===== src/rtl/mem_rr_arbiter_if.sv =====
// Signal bundle between the round-robin arbiter, its two requesters and the
// shared single-port memory. The arbiter connects through the slave modport;
// the environment (requesters plus memory) drives through the master modport.
//
// Handshake: a requester raises reqN_valid with a stable command and holds it
// until reqN_ready pulses for one cycle (reqN_err qualifies that pulse). On the
// memory side mem_valid stays high with a stable command until mem_ready is
// sampled high; at most one memory request is ever outstanding.
interface mem_rr_arbiter_if #(
   parameter int WIDTH      = 8,
   parameter int ADDR_WIDTH = 5
);
   // requester 0
   logic                  req0_valid;
   logic                  req0_wr_rd;
   logic [ADDR_WIDTH-1:0] req0_addr;
   logic [WIDTH-1:0]      req0_wdata;
   logic                  req0_ready;
   logic [WIDTH-1:0]      req0_rdata;
   logic                  req0_err;

   // requester 1
   logic                  req1_valid;
   logic                  req1_wr_rd;
   logic [ADDR_WIDTH-1:0] req1_addr;
   logic [WIDTH-1:0]      req1_wdata;
   logic                  req1_ready;
   logic [WIDTH-1:0]      req1_rdata;
   logic                  req1_err;

   // shared memory port
   logic                  mem_valid;
   logic                  mem_wr_rd;
   logic [ADDR_WIDTH-1:0] mem_addr;
   logic [WIDTH-1:0]      mem_wdata;
   logic                  mem_ready;
   logic [WIDTH-1:0]      mem_rdata;

   // arbiter side
   modport slave (
      input  req0_valid, req0_wr_rd, req0_addr, req0_wdata,
      output req0_ready, req0_rdata, req0_err,
      input  req1_valid, req1_wr_rd, req1_addr, req1_wdata,
      output req1_ready, req1_rdata, req1_err,
      output mem_valid, mem_wr_rd, mem_addr, mem_wdata,
      input  mem_ready, mem_rdata
   );

   // environment side (requesters and memory)
   modport master (
      output req0_valid, req0_wr_rd, req0_addr, req0_wdata,
      input  req0_ready, req0_rdata, req0_err,
      output req1_valid, req1_wr_rd, req1_addr, req1_wdata,
      input  req1_ready, req1_rdata, req1_err,
      input  mem_valid, mem_wr_rd, mem_addr, mem_wdata,
      output mem_ready, mem_rdata
   );
endinterface


===== src/rtl/mem_rr_arbiter.sv =====
// Two-requester round-robin arbiter in front of one single-port memory.
// The winning command is latched into registered mem_* outputs, held until
// the memory answers (or a watchdog expires), and completion is reported to
// the winner as a one-cycle ready pulse with registered read data.
// Every output is a flop; dbg_state exposes the FSM state for observation.
module mem_rr_arbiter #(
   parameter int WIDTH      = 8,
   parameter int DEPTH      = 32,
   parameter int ADDR_WIDTH = $clog2(DEPTH),
   parameter int TIMEOUT    = 16   // BUSY cycles before abort, must be >= 2
) (
   input  logic                 clk,
   input  logic                 res,        // asynchronous, active low
   mem_rr_arbiter_if.slave      bus,
   output logic [1:0]           dbg_state
);

   // The counter only has to reach TIMEOUT-1.
   localparam int                CNT_W    = (TIMEOUT > 2) ? $clog2(TIMEOUT) : 1;
   localparam logic [CNT_W-1:0]  CNT_LAST = CNT_W'(TIMEOUT - 1);
   localparam logic [CNT_W-1:0]  CNT_ONE  = CNT_W'(1);

   typedef enum logic [1:0] {
      S_IDLE = 2'd0,
      S_BUSY = 2'd1,
      S_DONE = 2'd2
   } state_e;

   state_e                state_q, state_d;

   // grant_q: requester owning the current transaction.
   // last_grant_q: requester served most recently; it loses the next tie.
   logic                  grant_q, grant_d;
   logic                  last_grant_q, last_grant_d;
   logic [CNT_W-1:0]      cnt_q, cnt_d;

   logic                  mem_valid_q, mem_valid_d;
   logic                  mem_wr_rd_q, mem_wr_rd_d;
   logic [ADDR_WIDTH-1:0] mem_addr_q, mem_addr_d;
   logic [WIDTH-1:0]      mem_wdata_q, mem_wdata_d;

   logic [1:0]            ready_q, ready_d;
   logic [1:0]            err_q, err_d;
   logic [WIDTH-1:0]      rdata0_q, rdata0_d;
   logic [WIDTH-1:0]      rdata1_q, rdata1_d;

   // Arbitration decode, only acted upon in IDLE.
   logic                  any_valid;
   logic                  winner;
   logic                  sel_wr_rd;
   logic [ADDR_WIDTH-1:0] sel_addr;
   logic [WIDTH-1:0]      sel_wdata;

   // Completion conditions while BUSY; mem_ready wins over the watchdog.
   logic                  mem_done;
   logic                  wd_expired;

   // Pick the winner: a lone requester wins; on a tie the one not served last.
   always_comb begin
      any_valid = bus.req0_valid | bus.req1_valid;
      if (bus.req0_valid && bus.req1_valid) begin
         winner = ~last_grant_q;
      end else begin
         winner = bus.req1_valid;
      end
      if (winner) begin
         sel_wr_rd = bus.req1_wr_rd;
         sel_addr  = bus.req1_addr;
         sel_wdata = bus.req1_wdata;
      end else begin
         sel_wr_rd = bus.req0_wr_rd;
         sel_addr  = bus.req0_addr;
         sel_wdata = bus.req0_wdata;
      end
   end

   // Decode how a BUSY cycle ends.
   always_comb begin
      mem_done   = bus.mem_ready;
      wd_expired = ~bus.mem_ready && (cnt_q == CNT_LAST);
   end

   // State register.
   always_ff @(posedge clk or negedge res) begin
      if (!res) begin
         state_q <= S_IDLE;
      end else begin
         state_q <= state_d;
      end
   end

   // Next-state logic: DONE always returns to IDLE so requests are never
   // sampled while a ready pulse is on the wire.
   always_comb begin
      state_d = state_q;
      case (state_q)
         S_IDLE: begin
            if (any_valid) begin
               state_d = S_BUSY;
            end
         end
         S_BUSY: begin
            if (mem_done || wd_expired) begin
               state_d = S_DONE;
            end
         end
         S_DONE: begin
            state_d = S_IDLE;
         end
         default: begin
            state_d = S_IDLE;
         end
      endcase
   end

   // Output logic: next values of every registered output and the
   // arbitration bookkeeping. Ready/err default low, which makes them pulses.
   always_comb begin
      grant_d      = grant_q;
      last_grant_d = last_grant_q;
      cnt_d        = cnt_q;
      mem_valid_d  = mem_valid_q;
      mem_wr_rd_d  = mem_wr_rd_q;
      mem_addr_d   = mem_addr_q;
      mem_wdata_d  = mem_wdata_q;
      ready_d      = 2'b00;
      err_d        = 2'b00;
      rdata0_d     = rdata0_q;
      rdata1_d     = rdata1_q;

      case (state_q)
         S_IDLE: begin
            if (any_valid) begin
               grant_d     = winner;
               mem_valid_d = 1'b1;
               mem_wr_rd_d = sel_wr_rd;
               mem_addr_d  = sel_addr;
               mem_wdata_d = sel_wdata;
               cnt_d       = '0;
            end
         end
         S_BUSY: begin
            cnt_d = cnt_q + CNT_ONE;
            if (mem_done) begin
               mem_valid_d       = 1'b0;
               ready_d[grant_q]  = 1'b1;
               last_grant_d      = grant_q;
               // Only reads refresh the winner's data register.
               if (!mem_wr_rd_q) begin
                  if (grant_q) begin
                     rdata1_d = bus.mem_rdata;
                  end else begin
                     rdata0_d = bus.mem_rdata;
                  end
               end
            end else if (wd_expired) begin
               mem_valid_d      = 1'b0;
               ready_d[grant_q] = 1'b1;
               err_d[grant_q]   = 1'b1;
               last_grant_d     = grant_q;
            end
         end
         default: begin
         end
      endcase
   end

   // Datapath registers; reset leaves requester 0 with first priority.
   always_ff @(posedge clk or negedge res) begin
      if (!res) begin
         grant_q      <= 1'b0;
         last_grant_q <= 1'b1;
         cnt_q        <= '0;
         mem_valid_q  <= 1'b0;
         mem_wr_rd_q  <= 1'b0;
         mem_addr_q   <= '0;
         mem_wdata_q  <= '0;
         ready_q      <= 2'b00;
         err_q        <= 2'b00;
         rdata0_q     <= '0;
         rdata1_q     <= '0;
      end else begin
         grant_q      <= grant_d;
         last_grant_q <= last_grant_d;
         cnt_q        <= cnt_d;
         mem_valid_q  <= mem_valid_d;
         mem_wr_rd_q  <= mem_wr_rd_d;
         mem_addr_q   <= mem_addr_d;
         mem_wdata_q  <= mem_wdata_d;
         ready_q      <= ready_d;
         err_q        <= err_d;
         rdata0_q     <= rdata0_d;
         rdata1_q     <= rdata1_d;
      end
   end

   assign bus.mem_valid  = mem_valid_q;
   assign bus.mem_wr_rd  = mem_wr_rd_q;
   assign bus.mem_addr   = mem_addr_q;
   assign bus.mem_wdata  = mem_wdata_q;
   assign bus.req0_ready = ready_q[0];
   assign bus.req0_err   = err_q[0];
   assign bus.req0_rdata = rdata0_q;
   assign bus.req1_ready = ready_q[1];
   assign bus.req1_err   = err_q[1];
   assign bus.req1_rdata = rdata1_q;
   assign dbg_state      = state_q;

endmodule


===== src/flat_wrapper.sv =====
// flat-port wrapper written by rule: the top's interface ports become plain ports
module mem_rr_arbiter_flat 
#(
   parameter int WIDTH      = 8,
   parameter int DEPTH      = 32,
   parameter int ADDR_WIDTH = $clog2(DEPTH),
   parameter int TIMEOUT    = 16                                            
)
  (clk, res, dbg_state, bus_req0_valid, bus_req0_wr_rd, bus_req0_addr, bus_req0_wdata, bus_req0_ready, bus_req0_rdata, bus_req0_err, bus_req1_valid, bus_req1_wr_rd, bus_req1_addr, bus_req1_wdata, bus_req1_ready, bus_req1_rdata, bus_req1_err, bus_mem_valid, bus_mem_wr_rd, bus_mem_addr, bus_mem_wdata, bus_mem_ready, bus_mem_rdata);
  mem_rr_arbiter_if #(.WIDTH(WIDTH), .ADDR_WIDTH(ADDR_WIDTH)) bus_i ();
  input  logic clk;
  input  logic res;
  output logic [1:0] dbg_state;
  input wire logic [$bits(bus_i.req0_valid)-1:0] bus_req0_valid;
  input wire logic [$bits(bus_i.req0_wr_rd)-1:0] bus_req0_wr_rd;
  input wire logic [$bits(bus_i.req0_addr)-1:0] bus_req0_addr;
  input wire logic [$bits(bus_i.req0_wdata)-1:0] bus_req0_wdata;
  output wire logic [$bits(bus_i.req0_ready)-1:0] bus_req0_ready;
  output wire logic [$bits(bus_i.req0_rdata)-1:0] bus_req0_rdata;
  output wire logic [$bits(bus_i.req0_err)-1:0] bus_req0_err;
  input wire logic [$bits(bus_i.req1_valid)-1:0] bus_req1_valid;
  input wire logic [$bits(bus_i.req1_wr_rd)-1:0] bus_req1_wr_rd;
  input wire logic [$bits(bus_i.req1_addr)-1:0] bus_req1_addr;
  input wire logic [$bits(bus_i.req1_wdata)-1:0] bus_req1_wdata;
  output wire logic [$bits(bus_i.req1_ready)-1:0] bus_req1_ready;
  output wire logic [$bits(bus_i.req1_rdata)-1:0] bus_req1_rdata;
  output wire logic [$bits(bus_i.req1_err)-1:0] bus_req1_err;
  output wire logic [$bits(bus_i.mem_valid)-1:0] bus_mem_valid;
  output wire logic [$bits(bus_i.mem_wr_rd)-1:0] bus_mem_wr_rd;
  output wire logic [$bits(bus_i.mem_addr)-1:0] bus_mem_addr;
  output wire logic [$bits(bus_i.mem_wdata)-1:0] bus_mem_wdata;
  input wire logic [$bits(bus_i.mem_ready)-1:0] bus_mem_ready;
  input wire logic [$bits(bus_i.mem_rdata)-1:0] bus_mem_rdata;
  assign bus_i.req0_valid = bus_req0_valid;
  assign bus_i.req0_wr_rd = bus_req0_wr_rd;
  assign bus_i.req0_addr = bus_req0_addr;
  assign bus_i.req0_wdata = bus_req0_wdata;
  assign bus_req0_ready = bus_i.req0_ready;
  assign bus_req0_rdata = bus_i.req0_rdata;
  assign bus_req0_err = bus_i.req0_err;
  assign bus_i.req1_valid = bus_req1_valid;
  assign bus_i.req1_wr_rd = bus_req1_wr_rd;
  assign bus_i.req1_addr = bus_req1_addr;
  assign bus_i.req1_wdata = bus_req1_wdata;
  assign bus_req1_ready = bus_i.req1_ready;
  assign bus_req1_rdata = bus_i.req1_rdata;
  assign bus_req1_err = bus_i.req1_err;
  assign bus_mem_valid = bus_i.mem_valid;
  assign bus_mem_wr_rd = bus_i.mem_wr_rd;
  assign bus_mem_addr = bus_i.mem_addr;
  assign bus_mem_wdata = bus_i.mem_wdata;
  assign bus_i.mem_ready = bus_mem_ready;
  assign bus_i.mem_rdata = bus_mem_rdata;
  mem_rr_arbiter #(.WIDTH(WIDTH), .DEPTH(DEPTH), .ADDR_WIDTH(ADDR_WIDTH), .TIMEOUT(TIMEOUT)) u_core (.clk(clk), .res(res), .bus(bus_i), .dbg_state(dbg_state));
endmodule

===== config.mk =====
export PLATFORM = sky130hd
export DESIGN_NAME = mem_rr_arbiter_flat
export DESIGN_NICKNAME = d
export VERILOG_FILES = /design/src/rtl/mem_rr_arbiter_if.sv /design/src/rtl/mem_rr_arbiter.sv /design/src/flat_wrapper.sv
export SDC_FILE = /design/constraint.sdc
export NUM_CORES = 1
export LEC_CHECK = 0
export CAP_MARGIN = 10
export CORE_MARGIN = 4
export CORE_UTILIZATION = 31
export CTS_CLUSTER_SIZE = 28
export DETAILED_ROUTE_END_ITERATION = 10
export GPL_TIMING_DRIVEN = 1
export PLACE_DENSITY = 0.58
export SETUP_SLACK_MARGIN = 0.02
export SLEW_MARGIN = 20
export SYNTH_ARGS = -nofsm -noshare
export SYNTH_HDL_FRONTEND = slang
export SYNTH_SLANG_ARGS = --single-unit

===== constraint.sdc =====
create_clock -name clk -period 4.38 [get_ports clk]
set_clock_uncertainty 0.15 [all_clocks]
set_input_delay 0.438 -clock clk [delete_from_list [all_inputs] [get_ports clk]]
set_output_delay 0.438 -clock clk [all_outputs]
set_load 0.02 [all_outputs]

==> metrics <==
Tot Pwr=1.88 mW; grt ovf=0; Resized cells post-CTS=0; # clock sinks=43; RSZ-0062 raised after global routing=false; Max Cap Viol=0; Filler cells=496; die height=85.3 um; r2r worst-path depth=3; Leak=1.16 nW; Rows=27; critical path launch point type=flop; crit path DAT=2.03 ns; crit path to=u_core.bus.req0_rdata[7]$_DFFE_PN0P_; most frequent cells in the layout=clkdlybuf4s50_1 (76), mux2_2 (45), dfrtp_1 (42), clkbuf_8 (5); Post-synth EDFFs=0; io pins=78; Reg-to-Reg Start=u_core.dbg_state[1]$_DFFE_PN0P_; syn_area_per_cell=14.7 sq um; Reg clk slew, reported paths=0.08 ns; Area growth syn-to-layout=49.6%; global-route wire length before repair=7.42 mm; placed cell area=2690 sq um; ys flop type=dfrtp_1; total number of vias=1327; WL/cell=16.6 um; f_max=500 MHz; post-synthesis net count=168; die area=7270 sq um; cts hold-fix bufs=0; post-layout instance area=2770 sq um; Worst-Skew Late Latency=0.29 ns; hold slack=-0.0229 ns; All-Layer GR Usage=13.4%; Detailed Route WL=4.65 mm; most common cell after layout, fill and taps aside=clkdlybuf4s50_1; number of global-route vias before repair=1465; ys async rst share=100%; Initial Utilization=32.8%; reg2reg setup slack=2.38 ns; H-tree depth=2; initial antenna violation count=0; # nets final=249; Hold Fails Final Rpt=42; Core Area=5640 sq um; Clk pwr share=12.8%; Yosys top cell by area=dfrtp_1; Yosys warning count=0; total CTS buffers=5; Max Slew Vio Count=0; HPWL Detailed=3.59 mm; worst-path maximum fanout=8; cells after synthesis=126; sequential element share of the synthesized area=58.2%; Root Buffer=clkbuf_8; Placer Congestion=0.772; CP Class=flop to flop; Seq pwr share=37.2%; initial DRC count=20; Synth Cell Area=1850 sq um; combinational power share=50.1%; worst setup margin=2.38 ns; Psw=682 uW; largest net degree at the start of global routing=44; Worst slew margin=58.6%; Internal=1.19 mW; period utilization=45.6%; Critical Path End Type=flop; R2R Path End=u_core.bus.req0_rdata[7]$_DFFE_PN0P_; Antenna Nets Post-Route=0; distinct cell type count of the synthesized netlist=27; # diodes=0; Port Buf Inserts=77; synth top area cells=dfrtp_1 (57%), mux2_2 (27%), dfstp_2 (1.4%); postcts setup bufs=0; Setup TNS=0 ns; residual DRC count=0; vias per cell=4.74; Final setup viols=0; status=finished with violations; Worst-Margin Slew=0.618 ns; failing checks=hold timing; Synth top area share=56.8%; Worst EP required=4.41 ns; switch share=36.4%; CTS max path bufs=2; CTS tree=yes; power per cell area=677 nW/um^2; post-route minimum period=2.00 ns; worst hold path type=input pin to asynchronous set/reset pin; drt first pass iters=5; Yosys reg bits=43; proportion of layout cells with a drive suffix above 1=28.4%; die width=85.3 um; dpl ws=2.10 ns; CP startpoint=u_core.dbg_state[1]$_DFFE_PN0P_; maximum vdd drop=0.233 mV
-- layout make-up --
| cell class | instances | area, sq um | share of cell area [%] |
|---|---|---|---|
| inverter | 3 | 11.3 | 0.407 |
| tap | 72 | 90.1 | 3.25 |
| multi-input combinational | 76 | 734 | 26.5 |
| clock buffer | 7 | 76.3 | 2.76 |
| timing repair buffer | 78 | 776 | 28.0 |
| clock inverter | 1 | 5.00 | 0.181 |
| sequential | 43 | 1080 | 38.9 |
-- through the flow --
step	util (%)	instances
after detailed placement	47.6	272
after floorplan	-	126
final	49.1	280
after global routing	49.1	280
after global placement	47.6	272
after CTS	49.1	280
-- power groups by stage --
stage          Clock [mW]  Sequential, mW  Combinational, mW
3_3_place_gp            0           0.698              0.931
5_1_grt             0.270           0.722              0.991
2_1_floorplan           0           0.884              0.317
3_5_place_dp            0           0.707              0.952
4_1_cts             0.248           0.699              0.956
6_report            0.240           0.697              0.939
-- per-layer routing --
layer / vias up / wire length, um / GRT usage, %
met5: - / 0 / 0
met4: 0 / 83 / 5.18
met3: 8 / 177 / 3.69
met2: 34 / 2770 / 25.6
met1: 676 / 1620 / 13.5
li1: 609 / - / -
-- cells in the mapped netlist, drive strengths merged (2+ instances only) --
master  instances
mux2i           2
nand2           2
nor2            4
inv             3
nor4            2
mux2           45
buf             4
nand2b          2
dfrtp          42
o21ai           4
o31ai           2
-- cell families after synthesis --
logic type / share of synthesized area, %
AOI/OAI and AO/OA: 4.39
and+or+nand+nor: 6.15
buffers and inverters: 2.16
muxes: 28.4
DFF: 58.2
adders and majority gates: 0.676
-- worst max-delay path: stages (launching register included) --
cell and delay, ns:
dfrtp_1 0.44, nand2b_1 0.30, nor4b_4 0.59, mux2_2 0.40
-- sequential cells by signal (all words and copies together), names as in the netlist --
register and cells:
u_core.last_grant_q 1, u_core.ready_q 2, u_core.bus.mem_valid 1, u_core.bus.req0_rdata 8, u_core.bus.mem_addr 5, u_core.bus.req1_rdata 8, u_core.bus.mem_wdata 8, u_core.cnt_q 4
u_core.grant_q 1, u_core.bus.mem_wr_rd 1, u_core.dbg_state 2, u_core.err_q 2
-- how the worst min path moves through the flow --
stage                                            to  cells after the start
3_5_place_dp       u_core.bus.mem_valid$_DFFE_PN0P_                      1
4_1_cts          u_core.bus.mem_addr[3]$_DFFE_PN0P_                      1
2_1_floorplan    u_core.bus.mem_addr[0]$_DFFE_PN0P_                      0
3_3_place_gp       u_core.bus.mem_valid$_DFFE_PN0P_                      1
5_1_grt        u_core.bus.req1_rdata[5]$_DFFE_PN0P_                      1
6_report         u_core.bus.mem_addr[3]$_DFFE_PN0P_                      1
Power figures use the tool's default switching activity.
